## src/rtl/push_pkg.sv

```systemverilog
// Shared definitions for the push-button front end: FSM states, channel indices
// and timer sizing.
package push_pkg;

    typedef enum logic [1:0] {
        IDLE   = 2'd0,
        HOLD   = 2'd1,
        REPEAT = 2'd2,
        LOCK   = 2'd3
    } push_state_t;

    localparam int unsigned CH_UP = 0;
    localparam int unsigned CH_DN = 1;

    // Bits needed to hold every value from 0 up to and including max_val.
    function automatic int unsigned timer_width(input int unsigned max_val);
        return (max_val == 0) ? 1 : $clog2(max_val + 1);
    endfunction

endpackage

```

## src/rtl/push_channel.sv

```systemverilog
// One button channel: polarity fix, 2-FF synchroniser, debouncer and the
// press / hold / auto-repeat / lockout FSM that emits single-cycle pulses.
module push_channel
    import push_pkg::*;
#(
    parameter int unsigned DEBOUNCE_CYC   = 500000,
    parameter int unsigned REPEAT_DLY     = 25000000,
    parameter int unsigned REPEAT_PER     = 5000000,
    parameter bit          BTN_ACTIVE_LOW = 1'b1
) (
    input  logic i_Clk,
    input  logic i_Rst,
    input  logic i_Btn,
    input  logic i_Inhibit,
    output logic o_Pulse,
    output logic o_Held
);

    localparam int unsigned DW = timer_width(DEBOUNCE_CYC);
    localparam int unsigned TW = timer_width((REPEAT_DLY > REPEAT_PER) ? REPEAT_DLY : REPEAT_PER);

    localparam logic [DW-1:0] DB_LAST = DW'(DEBOUNCE_CYC - 1);
    // Expiry compares against the full delay, so repeats land DLY+1 / PER+1
    // cycles after the previous pulse (timer is cleared on the pulse cycle).
    localparam logic [TW-1:0] DLY_END = TW'(REPEAT_DLY);
    localparam logic [TW-1:0] PER_END = TW'(REPEAT_PER);

    logic          btn_pressed;
    logic [1:0]    sync_q;
    logic          held_q;
    logic [DW-1:0] db_cnt;
    push_state_t   state;
    logic [TW-1:0] timer;
    logic          pulse_q;

    assign btn_pressed = BTN_ACTIVE_LOW ? ~i_Btn : i_Btn;
    assign o_Held      = held_q;
    assign o_Pulse     = pulse_q;

    always_ff @(posedge i_Clk or negedge i_Rst) begin
        if (!i_Rst) begin
            sync_q <= '0;
            held_q <= 1'b0;
            db_cnt <= '0;
        end else begin
            sync_q <= {sync_q[0], btn_pressed};
            if (sync_q[1] == held_q) begin
                db_cnt <= '0;
            end else if (db_cnt == DB_LAST) begin
                held_q <= ~held_q;
                db_cnt <= '0;
            end else begin
                db_cnt <= db_cnt + 1'b1;
            end
        end
    end

    // Release is checked before inhibit and timer expiry so it always wins.
    always_ff @(posedge i_Clk or negedge i_Rst) begin
        if (!i_Rst) begin
            state   <= IDLE;
            timer   <= '0;
            pulse_q <= 1'b0;
        end else begin
            pulse_q <= 1'b0;
            case (state)
                IDLE: begin
                    if (held_q) begin
                        timer <= '0;
                        if (i_Inhibit) begin
                            state <= LOCK;
                        end else begin
                            pulse_q <= 1'b1;
                            state   <= HOLD;
                        end
                    end
                end
                HOLD: begin
                    if (!held_q) begin
                        state <= IDLE;
                    end else if (i_Inhibit) begin
                        state <= LOCK;
                    end else if (timer == DLY_END) begin
                        pulse_q <= 1'b1;
                        timer   <= '0;
                        state   <= REPEAT;
                    end else begin
                        timer <= timer + 1'b1;
                    end
                end
                REPEAT: begin
                    if (!held_q) begin
                        state <= IDLE;
                    end else if (i_Inhibit) begin
                        state <= LOCK;
                    end else if (timer == PER_END) begin
                        pulse_q <= 1'b1;
                        timer   <= '0;
                    end else begin
                        timer <= timer + 1'b1;
                    end
                end
                LOCK: begin
                    if (!held_q) begin
                        state <= IDLE;
                    end
                end
                default: state <= IDLE;
            endcase
        end
    end

endmodule

```

## src/rtl/push_pulse_gen.sv

```systemverilog
// Two-channel up/down push-button front end; each channel's debounced level
// inhibits the other so the counter never sees both commands at once.
module push_pulse_gen
    import push_pkg::*;
#(
    parameter int unsigned DEBOUNCE_CYC   = 500000,
    parameter int unsigned REPEAT_DLY     = 25000000,
    parameter int unsigned REPEAT_PER     = 5000000,
    parameter bit          BTN_ACTIVE_LOW = 1'b1
) (
    input  logic       i_Clk,
    input  logic       i_Rst,
    input  logic [1:0] i_Btn,
    output logic [1:0] o_Push,
    output logic [1:0] o_Held
);

    push_channel #(
        .DEBOUNCE_CYC  (DEBOUNCE_CYC),
        .REPEAT_DLY    (REPEAT_DLY),
        .REPEAT_PER    (REPEAT_PER),
        .BTN_ACTIVE_LOW(BTN_ACTIVE_LOW)
    ) u_up (
        .i_Clk    (i_Clk),
        .i_Rst    (i_Rst),
        .i_Btn    (i_Btn[CH_UP]),
        .i_Inhibit(o_Held[CH_DN]),
        .o_Pulse  (o_Push[CH_UP]),
        .o_Held   (o_Held[CH_UP])
    );

    push_channel #(
        .DEBOUNCE_CYC  (DEBOUNCE_CYC),
        .REPEAT_DLY    (REPEAT_DLY),
        .REPEAT_PER    (REPEAT_PER),
        .BTN_ACTIVE_LOW(BTN_ACTIVE_LOW)
    ) u_dn (
        .i_Clk    (i_Clk),
        .i_Rst    (i_Rst),
        .i_Btn    (i_Btn[CH_DN]),
        .i_Inhibit(o_Held[CH_UP]),
        .o_Pulse  (o_Push[CH_DN]),
        .o_Held   (o_Held[CH_DN])
    );

endmodule

```

## config.mk

```make
export PLATFORM = sky130hd
export DESIGN_NAME = push_pulse_gen
export DESIGN_NICKNAME = d
export VERILOG_FILES = /design/src/rtl/push_pkg.sv /design/src/rtl/push_channel.sv /design/src/rtl/push_pulse_gen.sv
export SDC_FILE = /design/constraint.sdc
export NUM_CORES = 1
export LEC_CHECK = 0
export BUFFER_PORTS_ARGS = -buffer_cell sky130_fd_sc_hd__clkbuf_2
export CAP_MARGIN = 20
export CORE_ASPECT_RATIO = 1.2
export CORE_UTILIZATION = 41
export DETAILED_ROUTE_END_ITERATION = 12
export HOLD_SLACK_MARGIN = 0.15
export SETUP_SLACK_MARGIN = 0.4
export SLEW_MARGIN = 20
export SYNTH_ARGS = -nofsm -noshare
export SYNTH_HDL_FRONTEND = slang
export SYNTH_HIERARCHICAL = 1
export SYNTH_SLANG_ARGS = --single-unit
```

## constraint.sdc

```tcl
create_clock -name i_Clk -period 3.3 [get_ports i_Clk]
set_input_delay 0 -clock i_Clk [delete_from_list [all_inputs] [get_ports i_Clk]]
set_output_delay 0 -clock i_Clk [all_outputs]
set_load 0.02 [all_outputs]
```

==> results_dict.tcl, run 1 <==
set metrics [dict create \
    status "finished clean" \
    hold_path.class "input pin to asynchronous set/reset pin" \
    grt_setup_unrepaired "false" \
    initial_core_util_pct 42.2 \
    area_growth_syn_to_layout_pct 8.06 \
    clock-sinks 100 \
    num_io_pins 8 \
    ctsResizeCount 0 \
    place_ws_ns 0.689 \
    num_vias 4109 \
    nets 606 \
    syn_area_um2 5590 \
    synth_nets 604 \
    ir_drop_v 0.000261 \
    p_leak_nw 2.50 \
    coreArea_um2 13200 \
    synth.distinct_cells 69 \
    worst_slew_pin_slew_ns 0.863 \
    totalWireLength_um 10900 \
    synth_mux_area_share_pct 1.14 \
    clk_latency_ns 0.34 \
    synth_fa_ha_area_share_pct 3.58 \
    synth_top_area_share_pct 44.8 \
    dr.pass1.iters 4 \
    gp_congestion 0.781 \
    dr_wl_met3_um 199 \
    clk_path_buf_depth 2 \
    cts_made_buffers 9 \
    cts_tree "done" \
    worstReg2RegEnd "u_dn/timer[16]" \
    drive_above_1_share_pct 9.14 \
    power.density_nw_per_um2 381 \
    reg2reg_from "u_dn/state[1]" \
    wl_met2_um 5460 \
    period_needed_ns 2.58 \
    track_usage_pct 17.0 \
    async_reset_ff_share_pct 100 \
    synth_xor_area_share_pct 10.5 \
    die_w_um 109 \
    rows 46 \
    grt_pass1_wl_um 19200 \
    antenna_cells 0 \
    seq_area_frac_synth_pct 44.8 \
    die_area_um2 14100 \
    reg2reg_slack_ns 0.72 \
    relSlewSlack_pct 42.5 \
    required_ns 3.49 \
    synth_top_family_by_area "simple AND/OR/NAND/NOR gates" \
    yosys.area_share.simple_pct 29.4 \
    synth_compound_area_share_pct 6.85 \
    reg2regPathDepth 7 \
    yosys_most_used_dff "dfrtp_1" \
    worst_slack_ns 0.723 \
    hold_violations 0 \
    min_period_over_period_pct 78.1 \
    tns_ns 0 \
    vias_per_cell 5.41 \
    total_power_mw 2.30 \
    drv_cap 0 \
    finClkSkew_ns 0.00886 \
    syn_inst 584 \
    crit_path_start_kind "register" \
    slew_viol_final 0 \
    synth_enable_flop_cells 0 \
    critical_path_arrival_ns 2.77 \
    fmax_mhz 388 \
    first_global_vias 4024 \
    highest_layer "met4" \
    setup_viol 0 \
    ant_nets 0 \
    endpoint_kind "register" \
    post-synth-top-area-cell "dfrtp_1" \
    crit_type "register to register" \
    io_buffers 7 \
    hpwl_um 7660 \
    grt-ovfl-total 0 \
    clockRootBuffer "clkbuf_16" \
    avgSynthCellArea_um2 9.57 \
    clkTransAtPathRegs_ns 0.07 \
    routedWlPerCell_um 14.4 \
    antenna_found_initial 0 \
    die_h_um 130 \
    yosys_register_bits 100 \
    yosysWarnings 6 \
    drc 0 \
    first_iter_violations 218 \
    cp_max_fo 19 \
    grt_max_degree 69 \
    cts.htree.levels 3 \
    synth.area.top_cells "dfrtp_1 45%, nor2_1 6.1%, xnor2_1 6.1%" \
    wl_met1_um 5200 \
]
## Yosys cell counts (3+ instances only)
master and count:
dfrtp_1 100, nor2_1 91, nand2_1 51, xnor2_1 39
nand3_1 32, xor2_1 28, inv_1 21, nand4_1 19
ha_1 16, a21oi_1 14, o21ai_0 14, nor3_1 13
or3_1 12, nor4_1 11, nor4b_1 8, and3_1 7
and4_1 6, clkbuf_1 6, nor4bb_1 6, buf_4 4
buf_6 4, clkbuf_2 4, or2_2 4, a21o_1 3
and2_1 3, and4bb_2 3, mux2_2 3, mux2i_1 3
nor2b_1 3, o2111ai_1 3, or4_1 3
## power breakdown
group	total [mW]	internal (mW)	switching [mW]	leakage (nW)
clock	1.01	0.557	0.454	0.135
combinational	0.0496	0.0130	0.0367	0.985
sequential	1.24	1.23	0.00693	1.38
## through the flow
step	utilization, %	hold WS [ns]	area, um^2	cells
after floorplan	-	-0.296	5590	584
after global placement	43.2	0.144	5720	740
after detailed placement	43.2	0.146	5720	740
after CTS	45.6	0.316	6040	759
after global routing	45.6	0.335	6040	759
final	45.6	0.317	6040	759
## cell families (layout without fill, tap and decap cells)
kind of cell    after synthesis  count (layout)
xor+xnor                     67              67
buf+inv                      42              49
fa+ha+maj                    16              16
simple gates                298             298
flops                       100             100
compound gates               55              55
mux                           6               6
## layer usage
| metal | GRT usage, % | vias up |
|---|---|---|
| met4 | 5.96 | 0 |
| met3 | 2.90 | 4 |
| met2 | 28.5 | 36 |
| met5 | 0 | - |
| li1 | - | 2044 |
| met1 | 22.2 | 2025 |
## final cells by class
type / instances / area, um^2
timing repair buffer: 12 / 82.6
tap: 168 / 210
multi-input combinational: 442 / 2880
fill: 1298 / 7200
clock inverter: 4 / 32.5
sequential: 100 / 2500
inverter: 21 / 78.8
clock buffer: 12 / 256
## critical path: stages (launching register included)
cell	delay (ns)
dfrtp_1	0.39
inv_1	0.10
ha_1	0.29
nor2_1	0.15
a21oi_2	0.19
or2_2	0.40
a311oi_4	0.78
nor2_1	0.12
## state kept, by name, summed over array words and instances (netlist names)
signal and flops:
u_dn/o_Held 1, u_up/state 2, u_dn/db_cnt 19, u_up/o_Pulse 1, u_up/timer 25, u_dn/state 2
u_up/o_Held 1, u_dn/timer 25, u_dn/sync_q 2, u_up/db_cnt 19, u_dn/o_Pulse 1, u_up/sync_q 2
## timing repair
item | 4_1_cts | 5_1_grt
hold endpoints to repair | 68 | 0
hold buffers | 3 | 0
buffers inserted | 0 | 0
## cell usage in the layout (no fill, tap or decap), types with 16 or more instances in the layout
master     n
dfrtp_1  100
nor2_1    91
nand2_1   51
xnor2_1   39
nand3_1   32
xor2_1    28
inv_1     21
nand4_1   19
ha_1      16
## how the worst max path moves through the flow
| stage | start | end | slack (ns) | cells past startpoint |
|---|---|---|---|---|
| finish | u_dn/state[1] | u_dn/timer[16] | 0.72 | 7 |
| floorplan | u_dn/state[1] | u_dn/timer[16] | 1.10 | 10 |
| global route | u_dn/state[0] | u_dn/timer[13] | 0.48 | 7 |
| CTS | u_dn/state[1] | u_dn/timer[8] | 0.69 | 7 |
| detailed placement | u_dn/state[1] | u_dn/timer[16] | 0.69 | 7 |
| global placement | u_dn/state[1] | u_dn/timer[8] | 0.83 | 7 |
(Power assumes the default switching activity.)
==> run 2: changes to the inputs <==
clock period = 2.35 ns   (was 3.3 ns; I/O delays follow)
==> run 2 against run 1 <==
Die area did not move. Flip-flop and latch count unchanged. Clock skew decreased by 0.0031 ns. Core utilization grew 8.0 points. Critical path depth fell by 3. Clock-buffer cell count unchanged.
==> results_dict.tcl, run 2 (same netlist as run 1, synthesis figures left out) <==
set metrics [dict create \
    status "finished clean" \
    clkPwrFrac_pct 42.6 \
    relSlewSlack_pct 63.4 \
    coreArea_um2 13200 \
    crit_type "register to register" \
    setup_viol 0 \
    hpwl_um 7960 \
    gp_congestion 0.804 \
    grt_pass1_wl_um 20800 \
    crit_chain "or4_4 -> o41a_1 -> o21ai_4 -> o22ai_1" \
    ant_nets 0 \
    total_power_mw 3.16 \
    min_period_over_period_pct 86.7 \
    antenna_found_initial 0 \
    first_global_vias 4417 \
    period_needed_ns 2.04 \
    fmax_mhz 491 \
    intPower_mw 2.49 \
    ir_drop_v 0.000452 \
    max_stage_delay_ns 0.57 \
    crit_path_start_kind "register" \
    hold_violations 0 \
    mostFrequentLayoutCells "96 x dfrtp_1, 72 x nor2_1, 50 x buf_4, 49 x nand2_1, 39 x xnor2_1" \
    drive_above_1_share_pct 31.3 \
    power.density_nw_per_um2 446 \
    required_ns 2.56 \
    switching_share_pct 21.4 \
    placed_area_um2 5930 \
    antenna_cells 0 \
    track_usage_pct 18.9 \
    reg2reg_from "u_dn/timer[20]" \
    die_area_um2 14100 \
    clk_path_buf_depth 2 \
    clockRootBuffer "clkbuf_16" \
    fin_util_pct 53.6 \
    largest_registers "u_dn/timer (25), u_up/timer (25)" \
    cp_max_fo 5 \
    rows 46 \
    drc 0 \
    area_growth_syn_to_layout_pct 27.0 \
    cp_num_buf_inv 0 \
    first_iter_violations 179 \
    clock-sinks 100 \
    clkTransAtPathRegs_ns 0.06 \
    endpoint_kind "register" \
    io_buffers 7 \
    cts_made_buffers 9 \
    routedWlPerCell_um 15.4 \
    power.net_switching_uw 676 \
    die_w_um 109 \
    comb_power_share_pct 2.3 \
    num_vias 4505 \
    nets 675 \
    totalWireLength_um 12700 \
    n_fill_cell 1178 \
    cts_tree "done" \
    grt-ovfl-total 0 \
    critical_path_arrival_ns 2.25 \
    grt_max_degree 64 \
    clk_latency_ns 0.35 \
    hold_path.class "input pin to asynchronous set/reset pin" \
    finClkSkew_ns 0.00579 \
    grt_setup_unrepaired "true" \
    cts.htree.levels 3 \
    p_leak_nw 2.95 \
    cpMaxStageDelayCell "or4_4" \
    vias_per_cell 5.45 \
    initial_core_util_pct 42.2 \
    slew_viol_final 0 \
    critPathTopFamily "compound AO/OA/AOI/OAI gates" \
    final_common_cell "dfrtp_1" \
    die_h_um 130 \
    worst_slew_pin_slew_ns 0.547 \
    worst_slack_ns 0.313 \
    seqPwrFrac_pct 55.1 \
    drv_cap 0 \
    finish.instance_area_um2 7100 \
    num_io_pins 8 \
    place_ws_ns -0.0930 \
    crit_start "u_dn/timer[20]" \
    dr.pass1.iters 4 \
]
-- run 2: cell types whose count changed in the layout (fill, tap and decap cells not counted), moves of 7 or more --
cell,change
nor2_1,-19
buf_6,+17
inv_2,+8
a21oi_1,-7
inv_1,-8
nor2_2,+14
ha_1,-8
buf_4,+47
-- run 2: final timing paths --
check	endpoint	slack (ns)	cells past startpoint
hold reg to reg	u_dn/sync_q[1]	0.35	0
max in group asynchronous	u_up/timer[3]	1.45	3
setup / recovery	u_dn/timer[1]	0.31	4
min in group i_Clk	u_dn/sync_q[0]	0.32	3
hold / removal	u_dn/timer[14]	0.17	2
setup reg to reg	u_dn/timer[1]	0.31	4
-- run 2: metal layers --
layer	vias up	wire length (um)	global-route usage [%]
met3	16	354	3.70
met2	56	6550	32.0
li1	2178	-	-
met4	0	232	7.63
met1	2255	5590	23.5
met5	-	0	0
-- run 2: cell type report --
type                       instances  area, um^2  share of cell area, %
clock buffer                      12         246                   3.47
inverter                          21        78.8                   1.11
timing repair buffer              80         697                   9.82
multi-input combinational        443        3340                   47.1
tap                              168         210                   2.96
clock inverter                     2        12.5                  0.176
sequential                       100        2510                   35.3
-- run 2: repair_timing --
item	in CTS	in global routing
setup endpoints to repair	53	61
endpoints found under the hold margin	102	0
resized for setup	51	69
hold buffers	3	0
setup buffers	38	10
pin swaps	27	20
gates cloned	1	1
-- run 2: power by group through the flow --
stage	Combinational [mW]	Clock, mW	Sequential (mW)
6_report	0.0725	1.35	1.74
5_1_grt	0.0873	1.46	1.74
3_3_place_gp	0.0693	0	1.77
4_1_cts	0.0764	1.40	1.74
2_1_floorplan	0.0255	0	1.77
3_5_place_dp	0.0719	0	1.77
-- run 2: per-stage QoR --
stage | setup TNS (ns) | std cells | hold WS [ns]
4_1_cts | 0 | 815 | 0.180
6_report | 0 | 826 | 0.167
2_1_floorplan | 0 | 584 | -0.296
3_3_place_gp | -0.0802 | 759 | 0.00427
5_1_grt | 0 | 826 | 0.207
3_5_place_dp | -1.05 | 759 | 0.0103
-- run 2: worst reg2reg max path, stage by stage, from the launching register on --
cell and delay, ns:
dfrtp_1 0.41, or4_4 0.57, o41a_1 0.57, o21ai_4 0.25, o22ai_1 0.10
